[config.mk]
export PLATFORM = sky130hd
export DESIGN_NAME = prover_compute_v_seq
export DESIGN_NICKNAME = d
export VERILOG_FILES = /design/src/rtl/prover_compute_v_seq.sv
export SDC_FILE = /design/constraint.sdc
export NUM_CORES = 1
export LEC_CHECK = 0
export CAP_MARGIN = 20
export CORE_AREA = 4 4 309 311
export CTS_BUF_LIST = sky130_fd_sc_hd__clkbuf_4 sky130_fd_sc_hd__clkbuf_8
export CTS_CLUSTER_DIAMETER = 200
export DETAILED_ROUTE_END_ITERATION = 10
export DIE_AREA = 0 0 313 315
export HOLD_SLACK_MARGIN = 0.05
export SLEW_MARGIN = 20
export SYNTH_ARGS = -nofsm -noshare
export SYNTH_HDL_FRONTEND = slang
export SYNTH_SLANG_ARGS = --single-unit
[constraint.sdc]
create_clock -name clk -period 3.7 [get_ports clk]
set_input_delay 0.74 -clock clk [delete_from_list [all_inputs] [get_ports clk]]
set_output_delay 0.74 -clock clk [all_outputs]
set_load 0.05 [all_outputs]
[src/rtl/prover_compute_v_seq.sv]
// Sumcheck prover V-table holder: folds V once per round through an external multiply-add unit.
// Optional macro PROVER_COMPUTE_V_SEQ_PIPE_EN: issue one pair per cycle to a pipelined, in-order unit.
`ifndef F_NBITS
`define F_NBITS 32
`endif

module prover_compute_v_seq #(
  parameter int ngates    = 8,
  parameter int ngates_in = ngates / 2,
  parameter int nlevels   = $clog2(ngates)
) (
  input  logic                clk,
  input  logic                rstb,
  input  logic                en,
  input  logic                restart,
  input  logic [`F_NBITS-1:0] tau,
  input  logic [`F_NBITS-1:0] v_in [ngates],
  output logic                madd_req,
  output logic [`F_NBITS-1:0] madd_a,
  output logic [`F_NBITS-1:0] madd_b,
  output logic [`F_NBITS-1:0] madd_tau,
  input  logic                madd_ack,
  input  logic [`F_NBITS-1:0] madd_res,
  output logic [`F_NBITS-1:0] v_0 [ngates_in],
  output logic [`F_NBITS-1:0] v_1 [ngates_in],
  output logic [`F_NBITS-1:0] v_tau [ngates_in],
  output logic                ready,
  output logic                ready_pulse,
  output logic                done
);

  localparam int SW = nlevels + 1;
  localparam int IW = nlevels - 1;

  if (ngates < 4 || (ngates & (ngates - 1)) != 0) begin : g_bad_ngates
    $error("prover_compute_v_seq: ngates must be a power of 2 and at least 4");
  end
  if (ngates_in != ngates / 2) begin : g_bad_ngates_in
    $error("prover_compute_v_seq: ngates_in is derived and must not be overridden");
  end
  if (nlevels != $clog2(ngates)) begin : g_bad_nlevels
    $error("prover_compute_v_seq: nlevels is derived and must not be overridden");
  end

  typedef enum logic [1:0] {IDLE, ISSUE, WAIT, WB} state_t;

  state_t              state, state_nx;
  logic [`F_NBITS-1:0] tab [ngates];
  logic [SW-1:0]       size;
  logic [SW-1:0]       half;
  logic [IW-1:0]       idx;
  logic                en_dly;
  logic                ready_dly;
  logic                inc;
  logic                last_pair;

  assign half        = size >> 1;
  assign inc         = en & ~en_dly;
  assign last_pair   = (SW'(idx) == half - SW'(1));
  assign ready_pulse = ready & ~ready_dly;

`ifdef PROVER_COMPUTE_V_SEQ_PIPE_EN
  logic [IW-1:0] ack_cnt;
  logic          last_ack;
  assign last_ack = (SW'(ack_cnt) == half - SW'(1));
`endif

  always_ff @(posedge clk or negedge rstb) begin
    if (!rstb) state <= IDLE;
    else       state <= state_nx;
  end

  always_comb begin
    state_nx = state;
    case (state)
      IDLE:  if (inc && !restart && size >= SW'(2)) state_nx = ISSUE;
`ifdef PROVER_COMPUTE_V_SEQ_PIPE_EN
      ISSUE: if (last_pair) state_nx = WAIT;
      WAIT:  if (madd_ack && last_ack) state_nx = WB;
`else
      ISSUE: state_nx = WAIT;
      WAIT:  if (madd_ack) state_nx = last_pair ? WB : ISSUE;
`endif
      WB:    state_nx = IDLE;
      default: state_nx = IDLE;
    endcase
  end

  always_ff @(posedge clk or negedge rstb) begin
    if (!rstb) begin
      en_dly    <= 1'b1;
      ready     <= 1'b1;
      ready_dly <= 1'b1;
      done      <= 1'b0;
      size      <= '0;
      idx       <= '0;
      madd_req  <= 1'b0;
      madd_a    <= '0;
      madd_b    <= '0;
      madd_tau  <= '0;
      for (int j = 0; j < ngates; j++) tab[j] <= '0;
      for (int j = 0; j < ngates_in; j++) begin
        v_0[j]   <= '0;
        v_1[j]   <= '0;
        v_tau[j] <= '0;
      end
`ifdef PROVER_COMPUTE_V_SEQ_PIPE_EN
      ack_cnt <= '0;
`endif
    end else begin
      en_dly    <= en;
      ready_dly <= ready;
      case (state)
        // round start: snapshot the pairs and challenge
        IDLE: begin
          if (inc && restart) begin
            for (int j = 0; j < ngates; j++) tab[j] <= v_in[j];
            size <= SW'(ngates);
            done <= 1'b0;
          end else if (inc && size >= SW'(2)) begin
            madd_tau <= tau;
            idx      <= '0;
`ifdef PROVER_COMPUTE_V_SEQ_PIPE_EN
            ack_cnt  <= '0;
`endif
            for (int j = 0; j < ngates_in; j++) begin
              v_0[j]   <= (SW'(j) < half) ? tab[2*j]   : '0;
              v_1[j]   <= (SW'(j) < half) ? tab[2*j+1] : '0;
              v_tau[j] <= '0;
            end
            ready <= 1'b0;
          end
        end
        // operand issue
        ISSUE: begin
          madd_req <= 1'b1;
          madd_a   <= tab[{idx, 1'b0}];
          madd_b   <= tab[{idx, 1'b1}];
`ifdef PROVER_COMPUTE_V_SEQ_PIPE_EN
          if (!last_pair) idx <= idx + 1'b1;
`endif
        end
        // result collection
        WAIT: begin
`ifdef PROVER_COMPUTE_V_SEQ_PIPE_EN
          madd_req <= 1'b0;
`else
          if (madd_ack) begin
            v_tau[idx] <= madd_res;
            madd_req   <= 1'b0;
            if (!last_pair) idx <= idx + 1'b1;
          end
`endif
        end
        // write-back of the folded table
        WB: begin
          for (int j = 0; j < ngates_in; j++) tab[j] <= (SW'(j) < half) ? v_tau[j] : '0;
          for (int j = ngates_in; j < ngates; j++) tab[j] <= '0;
          size  <= half;
          done  <= (half == SW'(1));
          ready <= 1'b1;
        end
        default: ;
      endcase
`ifdef PROVER_COMPUTE_V_SEQ_PIPE_EN
      // acks come back in issue order, possibly while later pairs are still being issued
      if ((state == ISSUE || state == WAIT) && madd_ack) begin
        v_tau[ack_cnt] <= madd_res;
        if (!last_ack) ack_cnt <= ack_cnt + 1'b1;
      end
`endif
    end
  end

endmodule

==> metrics.yaml, run 1 <==
sta:
  period_share_pct: 83.0
  clock_skew_ns: 0.0462
  finalSetupViolations: 0
  rsz0062_at_grt: "false"
  setup_ws_ns: 0.627
  whs_ns: 0.385
  fin_crit_ns: 3.07
  worst_pin_slew_ns: 1.10
  fin_tns_setup_ns: 0
  hold_viol: 0
  maxSlewHeadroom_pct: 26.9
  fmax_mhz: 325
  final-max-slew-violation-count: 0
flow_run:
  maxCapViolCount: 0
synth:
  syn-instance-count: 3038
  yosysWarnings: 0
  ys_top_cells_by_area: "dfrtp_1 60%, nand2_1 14%, nand3_1 5.1%"
  ys_seq_area_share_pct: 60.7
  ys_seq_elements: 748
  syn_area_per_cell_sq_um: 10.2
  synth_top_cell_area_share_pct: 60.4
  synth-edff-count: 0
  synth_top_cell_by_area: "dfrtp_1"
  yosys_most_used_dff: "dfrtp_1"
  async_flop_share_pct: 100
  synth_cell_type_count: 37
  synth_nets: 3369
  synth_area_sq_um: 30900
placed_design:
  dpl.hpwl_um: 94300
  place_congestion: 0.885
  numPortBuffers: 808
  dp_slack_ns: 0.607
min_path:
  min_to: "ready_dly"
  min_path_type: "reg -> reg"
  min_path_cells: 0
  hold_path.startpoint: "ready"
clocking:
  cts_buffers: 134
  clk_latency_ns: 0.83
  clkSinkCount: 748
  clkTransAtPathRegs_ns: 0.06
  cts.path.max_buffers: 3
  cts_resized: 0
  cts_tree: "yes"
  cts_root_buffer: "clkbuf_8"
  h-tree-depth: 4
grt:
  antenna_found_initial: 29
  grt_max_degree: 181
  grt_pass1_vias: 27500
  grt-ovfl-total: 0
  grtUsageTotal_pct: 26.4
  grt_pass1_wl_um: 192000
worst_setup_path:
  r2r_slack_ns: 0.94
  path_class: "reg -> out"
  r2r_end: "v_1[14]"
  crit_fanout: 3
  path_buf_inv: 1
  start_kind: "register"
  worstPathCellList: "clkdlybuf4s50_1"
  ff2ff_path_depth: 6
  cp_data_arrival_time_ns: 2.33
  critPathSlowestCell: "clkdlybuf4s50_1"
  required_ns: 2.96
  end_kind: "output pin"
  critical-path-max-stage-delay_ns: 1.07
  worstReg2RegStart: "size[3]"
  cp_top_family: "buffers and inverters"
die:
  fp.dieH_um: 315
  die_w_um: 313
  dieArea_sq_um: 98600
  coreArea_sq_um: 92800
  placementRows: 112
  start_util_pct: 33.3
  io_pins: 809
power_and_ir_drop:
  p_per_area_nw_per_um2: 1010
  vdd_drop_max_v: 0.000594
  p_total_mw: 43.8
  p_leak_nw: 20.3
routing:
  vias_per_cell: 5.20
  vias: 27100
  drtIter0Drc: 2403
  firstDrtPassIters: 5
  drc_errors: 0
  wire_per_inst_um: 25.5
  ant_nets: 0
  drt_wl_total_um: 133000
final_layout:
  layout_commonest_cell: "nand2_1"
  final_cell_mix: "1,151 x nand2_1, 807 x clkdlybuf4s50_1, 742 x dfrtp_1"
  layout.nets: 4164
  syn2layout_area_growth_pct: 41.0
  post-route-util_pct: 46.9
  layout-drive-gt1-share_pct: 12.2
run_status:
  outcome: "complete, no violations"
routing by layer:
metal | up-vias | GRT usage, % | wire, um
li1 | 12000 | - | -
met1 | 13700 | 33.5 | 53600
met2 | 1167 | 42.2 | 63200
met3 | 273 | 7.30 | 10400
met4 | 10 | 12.0 | 5390
met5 | - | 0 | 68
worst register-to-register path, delay by kind of cell (launching register included):
kind	cells	cell delay, ns
DFF	1	0.62
buffers and inverters	2	0.89
and+or+nand+nor	3	0.61
AOI/OAI and AO/OA	1	0.54
area by class of cell:
type	count	area, sq um
clock inverter	21	193
fill	8781	49300
tap	1254	1570
inverter	7	26.3
sequential	748	18700
clock buffer	208	2560
timing repair buffer	904	9120
antenna	23	57.6
multi-input combinational	2038	11300
synthesized netlist by cell type (all sizes together) (2+ instances only):
library cell	count
a21oi	97
a22o	133
a2bb2oi	32
a31oi	97
and2	2
and3	5
buf	52
clkbuf	193
dfrtp	745
dfstp	3
ha	6
inv	7
mux2	64
mux4	64
nand2	1154
nand3	315
nor2	3
nor2b	3
nor3	3
o211ai	5
o21ai	36
o22ai	5
how the worst max path moves through the flow:
stage | from | endpoint | slack, ns | depth (start not counted)
6_report | v_tau[104] | v_tau[104] | 0.63 | 1
3_3_place_gp | en | v_tau[30] | 0.64 | 7
5_1_grt | v_tau[39] | v_tau[39] | 0.54 | 1
2_1_floorplan | idx[1] | v_tau[65] | 1.39 | 8
3_5_place_dp | en | v_tau[26] | 0.61 | 7
4_1_cts | v_tau[39] | v_tau[39] | 0.54 | 1
flip-flops by register name (all words and copies together) (netlist names):
register and cells:
done 1, ready_dly 1, en_dly 1, madd_tau 32, madd_a 32, madd_b 32, idx 2, v_0 128
size 3, v_tau 128, state 2, v_1 128, ready 1, madd_req 1, tab 256
stage by stage:
step | cells | area (sq um)
final | 5203 | 43500
after global routing | 5197 | 43500
after CTS | 5180 | 43400
after detailed placement | 4950 | 40700
after global placement | 4950 | 40700
after floorplan | 3038 | 30900
power breakdown:
part           leakage, nW  switching (mW)  internal [mW]
sequential            9.53            3.38           11.8
combinational         9.32            13.4           7.22
clock                 1.45            3.59           4.47
total                 20.3            20.3           23.5
logic make-up after synthesis:
kind of cell / after synthesis / share of synthesized area, %
xor+xnor: 2 / 0.0568
simple gates: 1493 / 19.7
mux: 128 / 7.01
fa+ha+maj: 6 / 0.243
flops: 748 / 60.7
buf+inv: 252 / 3.23
compound gates: 409 / 9.13
repair_timing:
action	4_1_cts	5_1_grt
endpoints found under the hold margin	46	0
hold buffers	1	0
setup buffers	0	0
(Power assumes the default switching activity.)
==> run 2, diff against run 1 <==
==> constraint.sdc (replaced) <==
create_clock -name clk -period 3.1 [get_ports clk]
set_input_delay 0.62 -clock clk [delete_from_list [all_inputs] [get_ports clk]]
set_output_delay 0.62 -clock clk [all_outputs]
set_load 0.05 [all_outputs]
==> run 2 against run 1 <==
  * Die area stayed put
  * Flip-flop and latch count stayed put
  * Clock skew is 0.0094 ns lower
  * Sequential share of layout area is 0.19 points lower
  * Sequential power is 20% higher
  * Design area is 0.45% higher
  * Combinational power is 20% higher
  * Clock power is 20% higher
  * Critical path depth stayed put
  * Critical endpoint is now v_tau[103]
  * Largest power group unchanged
  * Highest routed layer unchanged
==> metrics.yaml, run 2 (synthesis gave the netlist of run 1 again) <==
run_status:
  outcome: "complete, no violations"  # unchanged
power_and_ir_drop:
  vdd_drop_max_v: 0.000689  # was 0.000594 V
  p_leak_nw: 20.4  # was 20.3 nW
  p_per_area_nw_per_um2: 1200  # was 1010 nW/um^2
placed_design:
  placed_cell_area_sq_um: 40900  # was 40,700 sq um
  numPortBuffers: 808  # unchanged
  place_congestion: 0.872  # was 0.885
  dpl.hpwl_um: 94500  # was 94,300 um
min_path:
  hold_path.startpoint: "tau[28]"  # was ready
  min_path_type: "in -> reg"  # was reg -> reg
routing:
  vias: 27200  # was 27,100
  drc_errors: 0  # unchanged
  wire_per_inst_um: 25.4  # was 25.5 um
  ant_nets: 0  # unchanged
  vias_per_cell: 5.25  # was 5.20
  firstDrtPassIters: 7  # was 5
  drtIter0Drc: 2352  # was 2,403
  drt_wl_total_um: 132000  # was 133,000 um
worst_setup_path:
  cp_top_family: "buffers and inverters"  # unchanged
  worstReg2RegStart: "size[3]"  # unchanged
  critical-path-max-stage-delay_ns: 0.92  # was 1.07 ns
  startpoint: "v_tau[103]"  # was v_tau[104]
  critPathSlowestCell: "clkdlybuf4s50_1"  # unchanged
  crit_fanout: 3  # unchanged
  required_ns: 2.48  # was 2.96 ns
  cp_data_arrival_time_ns: 2.39  # was 2.33 ns
  path_class: "reg -> out"  # unchanged
  end_kind: "output pin"  # unchanged
  path_buf_inv: 1  # unchanged
  worstPathCellList: "clkdlybuf4s50_1"  # unchanged
  start_kind: "register"  # unchanged
final_layout:
  final_cell_mix: "1,151 x nand2_1, 807 x clkdlybuf4s50_1, 742 x dfrtp_1"  # unchanged
  layout.nets: 4168  # was 4,164
  finalInstanceArea_sq_um: 43700  # was 43,500 sq um
  layout-drive-gt1-share_pct: 12.2  # unchanged
  nFillCells: 8798  # was 8,781
  layout_commonest_cell: "nand2_1"  # unchanged
  largest_reg_flops: 256  # unchanged
  syn2layout_area_growth_pct: 41.6  # was 41.0%
  regMostFlops: "tab"  # unchanged
sta:
  hold_viol: 0  # unchanged
  fin_crit_ns: 3.01
  worst_pin_slew_ns: 1.06  # was 1.10 ns
  clock_skew_ns: 0.0368  # was 0.0462 ns
  final-max-slew-violation-count: 0  # unchanged
  maxSlewHeadroom_pct: 29.6  # was 26.9%
  finalSetupViolations: 0  # unchanged
  rsz0062_at_grt: "false"  # unchanged
  fin_tns_setup_ns: 0  # unchanged
  fmax_mhz: 332
  period_share_pct: 97.1
clocking:
  post_cts_buffers: 0  # unchanged
  cts_hold_buf: 1  # unchanged
  clkTransAtPathRegs_ns: 0.06  # about the same
  cts_buffers: 133  # was 134
  clkSinkCount: 748  # unchanged
  h-tree-depth: 4  # unchanged
  cts_root_buffer: "clkbuf_8"  # unchanged
  cts_tree: "yes"  # unchanged
  cts_resized: 0  # unchanged
  clk_latency_ns: 0.78  # was 0.83 ns
  cts.path.max_buffers: 3  # unchanged
grt:
  grt_pass1_vias: 27300  # was 27,500
  grt_max_degree: 155  # was 181
  grt_pass1_wl_um: 192000  # about the same
  grt-ovfl-total: 0  # unchanged
  antenna_found_initial: 17  # was 29
  grtUsageTotal_pct: 26.2  # was 26.4%
die:
  io_pins: 809  # unchanged
  die_w_um: 313  # unchanged
  fp.dieH_um: 315  # unchanged
  coreArea_sq_um: 92800  # unchanged
  dieArea_sq_um: 98600  # unchanged
  placementRows: 112  # unchanged
  start_util_pct: 33.3  # unchanged
flow_run:
  maxCapViolCount: 0  # unchanged
-- run 2: cell count changes in the layout (fill, tap and decap cells not counted), moves of 2 or more --
cell / change
buf_12: +13
diode_2: -11
buf_4: -9
clkbuf_4: -5
clkinvlp_4: -3
inv_6: +3
clkinv_2: -2
inv_8: -2
-- run 2: metal layers --
| metal | vias up | share of wire (%) | GRT usage (%) | wire (um) |
|---|---|---|---|---|
| met2 | 1193 | 48 | 42.5 | 63200 |
| met5 | - | 0.024 | 0 | 31 |
| met4 | 6 | 4.0 | 10.4 | 5220 |
| met3 | 263 | 7.2 | 6.42 | 9540 |
| li1 | 12000 | - | - | - |
| met1 | 13800 | 41 | 33.9 | 53800 |
-- run 2: tightest hold or removal path, cell delays in order --
cell	delay (ns)
clkdlybuf4s50_1	0.39
nand2_1	0.05
nand2_1	0.04
-- run 2: final cells by class --
| cell class | instances | area [sq um] | area share [%] |
|---|---|---|---|
| clock inverter | 20 | 219 | 0.501 |
| inverter | 7 | 26.3 | 0.0601 |
| multi-input combinational | 2038 | 11300 | 25.7 |
| clock buffer | 204 | 2530 | 5.80 |
| antenna | 12 | 30.0 | 0.0687 |
| tap | 1254 | 1570 | 3.59 |
| timing repair buffer | 909 | 9340 | 21.4 |
| sequential | 748 | 18700 | 42.9 |
-- run 2: path summary, 6_finish.rpt --
check	endpoint	slack, ns	cells after the start
worst max-delay path	v_tau[103]	0.09	1
worst min-delay path	madd_tau[28]	0.36	3
worst max register to register	v_1[87]	0.57	6
worst min register to register	ready_dly	0.38	0
max in group asynchronous	tab[110]	1.68	3
min in group asynchronous	tab[159]	0.40	2
-- run 2: report_power, final --
group	switching, mW	internal, mW	leakage [nW]
clock	4.26	5.38	1.45
combinational	16.0	8.70	9.41
sequential	4.03	14.1	9.53
-- run 2: per-stage QoR --
step	hold WS, ns	std cells	total power [mW]	utilization (%)	worst slack (ns)
finish	0.360	5192	52.4	47.1	0.0899
global placement	0.370	4954	42.6	44.1	0.223
CTS	0.261	5179	52.7	47.0	0.0129
floorplan	0.324	3038	32.3	-	0.785
detailed placement	0.378	4954	42.8	44.1	0.200
global route	0.289	5189	54.7	47.1	0.0206
